## src/rtl/ctrl_pkg.sv

```systemverilog
// Shared definitions for the multicycle RV32I controller: opcodes, ALU op codes, FSM states.
// The ALU op encodings here are also consumed by the datapath ALU.
package ctrl_pkg;

  localparam logic [6:0] OP_R  = 7'b0110011;
  localparam logic [6:0] OP_I  = 7'b0010011;
  localparam logic [6:0] OP_LW = 7'b0000011;
  localparam logic [6:0] OP_SW = 7'b0100011;
  localparam logic [6:0] OP_BR = 7'b1100011;

  localparam logic [3:0] ALU_AND = 4'b0000;
  localparam logic [3:0] ALU_OR  = 4'b0001;
  localparam logic [3:0] ALU_ADD = 4'b0010;
  localparam logic [3:0] ALU_SUB = 4'b0110;
  localparam logic [3:0] ALU_SLT = 4'b0111;
  localparam logic [3:0] ALU_SRL = 4'b1000;
  localparam logic [3:0] ALU_SLL = 4'b1001;
  localparam logic [3:0] ALU_SRA = 4'b1010;
  localparam logic [3:0] ALU_XOR = 4'b1101;

  typedef enum logic [2:0] {
    S_IF   = 3'd0,
    S_ID   = 3'd1,
    S_EX   = 3'd2,
    S_MEM  = 3'd3,
    S_WB   = 3'd4,
    S_HALT = 3'd5
  } state_t;

  typedef enum logic [2:0] {
    C_R, C_I, C_LW, C_SW, C_BR, C_ILL
  } iclass_t;

  // Only the instruction fields the controller actually consumes are latched.
  typedef struct packed {
    logic       bit30;
    logic [2:0] funct3;
    logic [6:0] opcode;
  } ir_t;

  function automatic iclass_t classify(input logic [6:0] op);
    case (op)
      OP_R:    return C_R;
      OP_I:    return C_I;
      OP_LW:   return C_LW;
      OP_SW:   return C_SW;
      OP_BR:   return C_BR;
      default: return C_ILL;
    endcase
  endfunction

endpackage

```

## src/rtl/multicycle_ctrl_alu_decode.sv

```systemverilog
// Combinational ALU operation decode from instruction class, funct3 and ir[30].
// ir[30] picks SUB/SRA for R-type; for I-type it only affects SRAI.
module alu_decode
  import ctrl_pkg::*;
(
  input  iclass_t    i_cls,
  input  logic [2:0] i_funct3,
  input  logic       i_bit30,
  output logic [3:0] o_alu_ctrl
);

  always_comb begin
    o_alu_ctrl = ALU_ADD;
    case (i_cls)
      C_R, C_I: begin
        case (i_funct3)
          3'b000:  o_alu_ctrl = (i_cls == C_R && i_bit30) ? ALU_SUB : ALU_ADD;
          3'b001:  o_alu_ctrl = ALU_SLL;
          3'b010:  o_alu_ctrl = ALU_SLT;
          3'b011:  o_alu_ctrl = ALU_SLT;
          3'b100:  o_alu_ctrl = ALU_XOR;
          3'b101:  o_alu_ctrl = i_bit30 ? ALU_SRA : ALU_SRL;
          3'b110:  o_alu_ctrl = ALU_OR;
          default: o_alu_ctrl = ALU_AND;
        endcase
      end
      C_BR:    o_alu_ctrl = ALU_SUB;
      default: o_alu_ctrl = ALU_ADD;
    endcase
  end

endmodule

```

## src/rtl/multicycle_ctrl.sv

```systemverilog
// Multicycle RV32I control FSM (IF/ID/EX/MEM/WB) with retired-instruction counter.
// Optional macro CTRL_ILLEGAL_TRAP_EN: illegal opcodes halt the FSM and raise 'illegal'.
module multicycle_ctrl
  import ctrl_pkg::*;
#(
  parameter int RETIRE_W = 32,
  parameter int WAIT_ACK = 1
) (
  input  logic                clk,
  input  logic                rst,
  input  logic [31:0]         instr,
  input  logic                Zero,
  input  logic                dAck,
  output logic                loadPC,
  output logic                PCSrc,
  output logic                ALUSrc,
  output logic                RegWrite,
  output logic                MemToReg,
  output logic [3:0]          ALUCtrl,
  output logic                MemRead,
  output logic                MemWrite,
  output logic [2:0]          state_o,
`ifdef CTRL_ILLEGAL_TRAP_EN
  output logic                illegal,
`endif
  output logic [RETIRE_W-1:0] retired
);

  state_t              r_state;
  state_t              w_next;
  ir_t                 r_ir;
  logic [RETIRE_W-1:0] r_retired;
  iclass_t             w_cls;
  logic [3:0]          w_alu;
  logic                w_imm_op;
  logic                w_ack;

  assign w_cls    = classify(r_ir.opcode);
  assign w_imm_op = (w_cls == C_I) || (w_cls == C_LW) || (w_cls == C_SW);
  assign w_ack    = (WAIT_ACK != 0) ? dAck : 1'b1;

  alu_decode u_alu_decode (
    .i_cls      (w_cls),
    .i_funct3   (r_ir.funct3),
    .i_bit30    (r_ir.bit30),
    .o_alu_ctrl (w_alu)
  );

  always_ff @(posedge clk) begin
    if (!rst) begin
      r_state   <= S_IF;
      r_ir      <= '0;
      r_retired <= '0;
    end else begin
      r_state <= w_next;
      if (r_state == S_IF)
        r_ir <= '{bit30: instr[30], funct3: instr[14:12], opcode: instr[6:0]};
      if (loadPC)
        r_retired <= r_retired + RETIRE_W'(1);
    end
  end

  always_comb begin
    w_next   = r_state;
    loadPC   = 1'b0;
    PCSrc    = 1'b0;
    ALUSrc   = 1'b0;
    RegWrite = 1'b0;
    MemToReg = 1'b0;
    ALUCtrl  = ALU_ADD;
    MemRead  = 1'b0;
    MemWrite = 1'b0;
    case (r_state)
      S_IF: w_next = S_ID;
      S_ID: begin
        w_next = S_EX;
`ifdef CTRL_ILLEGAL_TRAP_EN
        if (w_cls == C_ILL) w_next = S_HALT;
`endif
      end
      S_EX: begin
        ALUSrc  = w_imm_op;
        ALUCtrl = w_alu;
        case (w_cls)
          C_LW, C_SW: w_next = S_MEM;
          C_BR: begin
            loadPC = 1'b1;
            case (r_ir.funct3)
              3'b000:  PCSrc = Zero;
              3'b001:  PCSrc = !Zero;
              default: PCSrc = 1'b0;
            endcase
            w_next = S_IF;
          end
          default: w_next = S_WB;
        endcase
      end
      S_MEM: begin
        ALUSrc   = 1'b1;
        ALUCtrl  = w_alu;
        MemRead  = (w_cls == C_LW);
        MemWrite = (w_cls == C_SW);
        // Request stays asserted unchanged until the memory acknowledges.
        if (w_ack) begin
          if (w_cls == C_SW) begin
            loadPC = 1'b1;
            w_next = S_IF;
          end else begin
            w_next = S_WB;
          end
        end
      end
      S_WB: begin
        ALUSrc   = w_imm_op;
        ALUCtrl  = w_alu;
        RegWrite = (w_cls != C_ILL);
        MemToReg = (w_cls == C_LW);
        loadPC   = 1'b1;
        w_next   = S_IF;
      end
      S_HALT: w_next = S_HALT;
      default: w_next = S_IF;
    endcase
  end

  assign state_o = r_state;
  assign retired = r_retired;
`ifdef CTRL_ILLEGAL_TRAP_EN
  assign illegal = (r_state == S_HALT);
`endif

endmodule

```

## config.mk

```make
export PLATFORM = sky130hd
export DESIGN_NAME = multicycle_ctrl
export DESIGN_NICKNAME = d
export VERILOG_FILES = /design/src/rtl/ctrl_pkg.sv /design/src/rtl/multicycle_ctrl_alu_decode.sv /design/src/rtl/multicycle_ctrl.sv
export SDC_FILE = /design/constraint.sdc
export NUM_CORES = 1
export LEC_CHECK = 0
export BUFFER_PORTS_ARGS = -buffer_cell sky130_fd_sc_hd__buf_2
export CAP_MARGIN = 10
export CORE_ASPECT_RATIO = 1.4
export CORE_MARGIN = 4
export CORE_UTILIZATION = 51
export DETAILED_ROUTE_END_ITERATION = 16
export PLACE_DENSITY_LB_ADDON = 0.15
export SLEW_MARGIN = 20
export SYNTH_ARGS = -nofsm -noshare
export SYNTH_HDL_FRONTEND = slang
export SYNTH_HIERARCHICAL = 1
export SYNTH_SLANG_ARGS = --single-unit
```

## constraint.sdc

```tcl
create_clock -name clk -period 2.34 [get_ports clk]
set_input_delay 0.468 -clock clk [delete_from_list [all_inputs] [get_ports clk]]
set_output_delay 0.468 -clock clk [all_outputs]
set_load 0.005 [all_outputs]
```

==> results of run 1 <==
-- registers in the layout, indices dropped and copies added (netlist names) --
register / flops
retired: 32
r_ir: 11
state_o: 3
-- metrics by stage --
step | power [mW] | setup TNS (ns) | cells
after detailed placement | 1.11 | 0 | 429
after floorplan | 1.03 | 0 | 308
final | 1.57 | -0.0542 | 442
after CTS | 1.57 | -0.0727 | 441
after global routing | 1.66 | -0.183 | 442
after global placement | 1.11 | 0 | 429
-- cells by family after synthesis --
| logic type | Yosys count | synth area share, % |
|---|---|---|
| simple gates | 162 | 37.5 |
| compound gates | 51 | 13.2 |
| flops | 46 | 36.2 |
| buf+inv | 25 | 4.63 |
| xor+xnor | 23 | 7.92 |
| fa+ha+maj | 1 | 0.492 |
-- cell usage in the layout, fill, tap and decap left out, drive strengths merged, types with 3 or more instances in the layout --
cell and instances:
a211oi 3, a21oi 26, and4 5, and4bb 3, buf 78, clkbuf 7
dfxtp 46, inv 10, nand2 43, nand2b 3, nand3 9, nand3b 3
nand4 11, nor2 30, nor2b 5, nor3 15, nor4 12, nor4b 3
o21ai 10, or3 7, xnor2 19, xor2 4
-- worst paths after layout --
kind | start | endpoint | slack (ns) | cells after the start
max reg2reg | r_ir[6] | retired[18] | 0.30 | 7
max | r_ir[3] | ALUCtrl[2] | -0.05 | 6
min | rst | retired[18] | 0.40 | 2
min reg2reg | r_ir[3] | r_ir[3] | 0.46 | 2
-- report_power, final --
group	internal [mW]	switching [mW]
Sequential	0.813	0.0414
Clock	0.206	0.245
Combinational	0.115	0.150
Total	1.13	0.437
-- worst max-delay path, stage by stage, from the launching register on --
cell and delay (ns):
dfxtp_2 0.32, and4bb_4 0.36, nand2b_4 0.08, or3b_2 0.45
a41oi_2 0.18, nor2b_1 0.13, buf_2 0.11
-- routing by layer --
layer / wire length (um) / share of wire (%) / vias up
met5: 0 / 0 / -
met4: 100 / 1.7 / 0
met2: 3140 / 52 / 43
met3: 273 / 4.5 / 8
li1: - / - / 1232
met1: 2520 / 42 / 1114
-- repair_timing --
action | in CTS | in global routing
hold endpoints to repair | 0 | 0
hold buffers | 0 | 0
pin swaps | 3 | 3
setup endpoints to repair | 4 | 5
setup buffers | 5 | 1
gates resized for setup | 6 | 12
-- final cells by class --
type,instances,area share [%]
multi-input combinational,237,49.9
inverter,10,1.28
sequential,46,29.7
tap,64,2.57
timing repair buffer,78,14.1
clock buffer,7,2.45
==> flow_summary.toml, run 1 <==
[placed_design]
place_congestion = 0.810
io_buffer_count = 60
hpwl_mm = 4.39
postPlaceCellArea_mm2 = 0.00293
dpl_worst_slack_ns = 0.114

[global_routing]
met1_usage_pct = 24.9
grt_max_degree = 46
busiest_layer = "met2"
met2_usage_pct = 34.9
grt_pass1_wl_mm = 10.0
grt_pass1_vias = 2210
grtUsageMet3_pct = 3.47
grtUsageTotal_pct = 20.4
grt_antenna_before_repair = 0
grt_overflow_total = 0

[pwr]
peakVddDrop_mv = 0.269
leakagePower_nw = 1.25
power_density_mw_per_mm2 = 504

[detailed_routing]
drtPass1Iterations = 4
vias = 2397
final_antenna_net_count = 0
drt_iter0_drc = 77
avgRoutedWirePerCell_um = 13.6
drcViolationCount = 0
viasPerCell = 5.42
wl_mm = 6.03

[logic_synthesis]
synth_cells = 308
ys.flop_type = "dfxtp_1"
async_flop_share_pct = 0
ys_ff_latch = 46
synth_edf_count = 0
syn_area_per_cell_um2 = 8.25
yosysTopAreaCell = "dfxtp_1"
yosysWarnings = 6
ys_top_cells_by_area = "dfxtp_1, xnor2_1, nand2_1, a21oi_1, nor2_1"
ys_types = 53
ys_top_cells_by_count = "dfxtp_1, nand2_1, nor2_1"
synth_top_area_share_pct = 36.2
syn_area_mm2 = 0.00254
yosys.cell_count.top_type = "dfxtp_1"
synth_seq_area_share_pct = 36.2
synth_nets = 345

[floorplan]
coreArea_mm2 = 0.00484
die_w_um = 67.7
rows = 30
die_y_um = 91.5
initial_utilization_pct = 52.5
die_area_mm2 = 0.00619
ioPinCount = 82

[finish]
drive_gt1_share_pct = 31.0
synthToLayoutAreaGrowth_pct = 22.6
regArea_um2 = 926
final_nets = 415
fin_area_mm2 = 0.00312
postLayoutCoreUtil_pct = 64.4
fillers = 457
num_antenna_cells = 0
multi_input_area_mm2 = 0.00156

[worst_setup_path]
cp.arrival_ns = 1.93
crit_required_ns = 1.87
critPathMaxFanout = 4
crit_type = "register to output port"
cp-end-kind = "output port"
cp-start-kind = "register"

[cts]
cts_made_buffers = 5
clk_pin_slew_ns = 0.08
cts_tree = "built"
clk_path_buf_depth = 2
root_buffer = "clkbuf_8"
clk_latency_ns = 0.29
clkSinkCount = 46
ctsHtreeMaxLevel = 2

[sta]
max_slew_margin_pct = 69.0
holdWs_ns = 0.401
finalHoldViolCount = 0
fmax_mhz = 418
finalSetupViolations = 1
clock_skew_ns = 0.00675
fin_crit_sh_pct = 102
post-route-min-period_ns = 2.39
rsz0062_at_grt = "true"
drv_slew = 0
setup_ws_ns = -0.0542
tightestPinTransition_ns = 0.464

[run]
cap_viol_max_count = 0

[outcome]
status = "finished with violations"
violations = "setup timing"

[worst_hold_path]
worstHoldPathType = "primary input to register"
(Power assumes the default switching activity.)
==> inputs of run 2 (changes only) <==
--- a/config.mk
+++ b/config.mk
@@ -12,6 +12,7 @@
 export CORE_UTILIZATION = 51
 export DETAILED_ROUTE_END_ITERATION = 16
 export PLACE_DENSITY_LB_ADDON = 0.15
+export SKIP_CTS_REPAIR_TIMING = 1
 export SLEW_MARGIN = 20
 export SYNTH_ARGS = -nofsm -noshare
 export SYNTH_HDL_FRONTEND = slang
==> run 2 against run 1 <==
The flow still finishes with violations (setup timing). Critical path depth stayed put. Register-to-register slack hardly changed. Global-route usage is 0.30 points lower. First-iteration DRC count stayed put. Die area stayed put. Design area is 1.5% lower. Worst setup slack worse by 0.0080 ns. Fmax is 0.33% lower. Critical path type unchanged.
==> flow_summary.toml, run 2 (synthesis gave the netlist of run 1 again) <==
[placed_design]
place_congestion = 0.810
hpwl_mm = 4.39
postPlaceCellArea_mm2 = 0.00293
dpl.cell_count = 429
io_buffer_count = 60

[pwr]
sw_frac_of_total_pct = 27.5
power_frac_comb_pct = 16.4
clock_power_share_pct = 28.9
p_seq_share_pct = 54.7
intPower_mw = 1.13
finalPower_mw = 1.56
power_density_mw_per_mm2 = 507
peakVddDrop_mv = 0.269
switching_power_mw = 0.428
leakagePower_nw = 1.23

[sta]
fin_crit_sh_pct = 103
setup_ws_ns = -0.0622
clock_skew_ns = 0.00625
holdWs_ns = 0.401
post-route-min-period_ns = 2.40
drv_slew = 0
finalSetupViolations = 1
fmax_mhz = 416
finalHoldViolCount = 0
tightestPinTransition_ns = 0.461
rsz0062_at_grt = "true"
max_slew_margin_pct = 69.3

[finish]
largest_reg_flops = 32
final_cell_mix = "buf_2, dfxtp_1, nand2_1"
final_nets = 412
synthToLayoutAreaGrowth_pct = 20.8
layout_commonest_cell = "buf_2"
fin_area_mm2 = 0.00307
stdcell_count = 439
fillers = 456
num_antenna_cells = 0
multi_input_area_mm2 = 0.00154
regArea_um2 = 923
drive_gt1_share_pct = 29.6

[detailed_routing]
drt_iter0_drc = 77
drtPass1Iterations = 5
viasPerCell = 5.45
wl_mm = 5.86
vias = 2391
avgRoutedWirePerCell_um = 13.4
final_antenna_net_count = 0
drcViolationCount = 0

[outcome]
status = "finished with violations"
violations = "setup timing"

[worst_setup_path]
reg2reg_from = "r_ir[6]"
rr_endpoint = "retired[18]"
crit_required_ns = 1.87
cp-start-kind = "register"
cp-end-kind = "output port"
r2r_cells = 7
r2r_slack_ns = 0.31
cp.arrival_ns = 1.93
critPathMaxFanout = 7
crit_type = "register to output port"

[cts]
clkSinkCount = 46
ctsHtreeMaxLevel = 2
clk_path_buf_depth = 2
cts_made_buffers = 5
cts_tree = "built"
root_buffer = "clkbuf_8"
clk_pin_slew_ns = 0.08
clk_latency_ns = 0.29

[floorplan]
initial_utilization_pct = 52.5
ioPinCount = 82
coreArea_mm2 = 0.00484
die_w_um = 67.7
die_y_um = 91.5
die_area_mm2 = 0.00619
rows = 30

[worst_hold_path]
worstHoldPathType = "primary input to register"
hold_depth = 2
hold_path_end = "retired[18]"
min_from = "rst"

[global_routing]
grt_pass1_vias = 2193
grt_overflow_total = 0
grtUsageTotal_pct = 20.1
grt_antenna_before_repair = 0
grt_pass1_wl_mm = 9.90
grt_max_degree = 46

[run]
cap_viol_max_count = 0
==> run 2: cell type report <==
type / count / area share, %
inverters: 10 / 1.22
flip-flops and latches: 46 / 30.1
clock buffers: 7 / 2.48
repair buffers: 75 / 13.4
multi-input cells: 237 / 50.2
well taps: 64 / 2.61
==> run 2: power groups by stage <==
stage	logic, mW	clock network (mW)	registers (mW)
floorplan	0.176	0	0.857
global placement	0.241	0	0.865
detailed placement	0.247	0	0.867
CTS	0.248	0.465	0.848
global route	0.287	0.502	0.857
finish	0.256	0.450	0.851
==> run 2: per-layer routing <==
metal	track usage (%)	share of wire [%]	up-vias
met3	3.47	4.7	8
met5	0	0	-
met2	34.3	52	47
met4	7.28	1.7	0
met1	24.6	42	1114
li1	-	-	1222
==> run 2: worst max-delay path by stage <==
stage / from / endpoint
2_1_floorplan: r_ir[6] / ALUCtrl[2]
3_3_place_gp: r_ir[3] / ALUCtrl[2]
3_5_place_dp: r_ir[3] / ALUCtrl[2]
4_1_cts: r_ir[3] / ALUCtrl[2]
5_1_grt: r_ir[2] / ALUCtrl[2]
6_report: r_ir[2] / ALUCtrl[2]
==> run 2: worst max-delay path, stage by stage (launching register included) <==
cell	delay, ns
dfxtp_2	0.32
and4bb_4	0.37
nand2b_4	0.09
or4b_4	0.49
a41oi_2	0.13
nor2b_1	0.13
buf_2	0.11
==> run 2: through the flow <==
| step | setup slack, ns | util, % | TNS (ns) |
|---|---|---|---|
| 2_1_floorplan | 0.199 | - | 0 |
| 3_3_place_gp | 0.141 | 60.6 | 0 |
| 3_5_place_dp | 0.114 | 60.6 | 0 |
| 4_1_cts | -0.202 | 62.1 | -0.350 |
| 5_1_grt | -0.165 | 63.4 | -0.282 |
| 6_report | -0.0622 | 63.4 | -0.0622 |
==> inputs of run 3 (changes only) <==
--- a/config.mk
+++ b/config.mk
@@ -12,6 +12,7 @@
 export CORE_UTILIZATION = 51
 export DETAILED_ROUTE_END_ITERATION = 16
 export PLACE_DENSITY_LB_ADDON = 0.15
+export SETUP_SLACK_MARGIN = 0.1
 export SKIP_CTS_REPAIR_TIMING = 1
 export SLEW_MARGIN = 20
 export SYNTH_ARGS = -nofsm -noshare
==> run 3 against run 2 <==
The run still ends with setup timing left. Routed wire length grew 2.9%. Register-to-register slack is essentially flat. Utilization grew 2.1 points. Worst hold slack lost 0.0058 ns. Design area grew 3.3%. First-iteration DRC count grew 13%. Power grew 1.7%. Critical path depth is the same. Combinational power grew 7%.
==> flow_summary.toml, run 3 (synthesis gave the netlist of run 1 again) <==
[detailed_routing]
viasPerCell = 5.46
vias = 2448
drtPass1Iterations = 4
drt_iter0_drc = 87
wl_mm = 6.03
avgRoutedWirePerCell_um = 13.5
final_antenna_net_count = 0
drcViolationCount = 0

[floorplan]
coreArea_mm2 = 0.00484
rows = 30
die_y_um = 91.5
ioPinCount = 82
die_area_mm2 = 0.00619
die_w_um = 67.7
initial_utilization_pct = 52.5

[global_routing]
grt_antenna_before_repair = 0
grt_pass1_vias = 2193
grt_pass1_wl_mm = 9.90
grtUsageTotal_pct = 20.1
grt_overflow_total = 0
grt_max_degree = 46

[cts]
clk_path_buf_depth = 2
cts_made_buffers = 5
clk_latency_ns = 0.29
clkSinkCount = 46
clk_pin_slew_ns = 0.08
root_buffer = "clkbuf_8"
cts_tree = "built"
ctsHtreeMaxLevel = 2

[pwr]
peakVddDrop_mv = 0.279
switching_power_mw = 0.441
power_frac_comb_pct = 17.3
finalPower_mw = 1.58
power_density_mw_per_mm2 = 499
clock_power_share_pct = 28.7
intPower_mw = 1.14
leakagePower_nw = 1.27
sw_frac_of_total_pct = 27.8
p_seq_share_pct = 54.0

[finish]
num_antenna_cells = 0
final_nets = 421
fillers = 439
final_cell_mix = "buf_2, nand2_1, dfxtp_1"
synthToLayoutAreaGrowth_pct = 24.8
fin_area_mm2 = 0.00317
largest_reg_flops = 32
layout_commonest_cell = "buf_2"
drive_gt1_share_pct = 32.8

[sta]
finalSetupViolations = 1
tightestPinTransition_ns = 0.467
fin_setup_tns_ns = -0.0756
rsz0062_at_grt = "true"
setup_ws_ns = -0.0756
drv_slew = 0
fmax_mhz = 414
max_slew_margin_pct = 68.9
finalHoldViolCount = 0
clock_skew_ns = 0.00841
holdWs_ns = 0.395
post-route-min-period_ns = 2.42
fin_crit_sh_pct = 103

[placed_design]
place_congestion = 0.810
postPlaceCellArea_mm2 = 0.00293
hpwl_mm = 4.39
dpl_worst_slack_ns = 0.114
io_buffer_count = 60

[worst_setup_path]
r2r_cells = 7
startpoint = "r_ir[2]"
cp.arrival_ns = 1.95
r2r_slack_ns = 0.31
rr_endpoint = "retired[18]"
cp-end-kind = "output port"
reg2reg_from = "r_ir[5]"
critPathMaxFanout = 7
crit_type = "register to output port"
cp-start-kind = "register"
crit_path_end = "ALUCtrl[2]"
crit_required_ns = 1.87

[run]
cap_viol_max_count = 0

[outcome]
violations = "setup timing"
status = "finished with violations"

[worst_hold_path]
worstHoldPathType = "primary input to register"
-- run 3: per-layer routing --
layer	wire length, um	GRT usage, %
met3	281	3.47
met2	3180	34.3
met5	0	0
met1	2490	24.6
met4	78	7.28
-- run 3: worst max-delay path, stage by stage (launching register included) --
cell      delay [ns]
dfxtp_2         0.33
and4bb_4        0.37
nand2b_4        0.09
or4b_4          0.49
a41oi_2         0.13
nor2b_1         0.14
buf_2           0.12
-- run 3: worst min-delay path by stage --
stage          startpoint           to  slack [ns]  depth (start not counted)
6_report              rst  retired[18]        0.40                          2
5_1_grt          instr[0]      r_ir[0]        0.41                          3
4_1_cts               rst  retired[18]        0.39                          2
3_5_place_dp      r_ir[2]      r_ir[2]        0.46                          2
3_3_place_gp      r_ir[2]      r_ir[2]        0.45                          2
2_1_floorplan     r_ir[3]      r_ir[3]        0.44                          2
-- run 3: area by class of cell --
type / count / area, um2 / share of cell area, %
clock buffer: 7 / 76.3 / 2.41
inverter: 10 / 42.5 / 1.34
multi-input combinational: 237 / 1570 / 49.4
sequential: 46 / 927 / 29.2
tap: 64 / 80.1 / 2.52
timing repair buffer: 84 / 480 / 15.1
-- run 3: through the flow --
stage | utilization [%] | instances
2_1_floorplan | - | 308
3_3_place_gp | 60.6 | 429
3_5_place_dp | 60.6 | 429
4_1_cts | 62.1 | 436
5_1_grt | 65.5 | 448
6_report | 65.5 | 448
-- run 3: power groups by stage --
stage,logic (mW),registers (mW),clock network [mW]
after floorplan,0.176,0.857,0
after global placement,0.241,0.865,0
after detailed placement,0.247,0.867,0
after CTS,0.248,0.848,0.465
after global routing,0.304,0.861,0.500
final,0.275,0.855,0.454
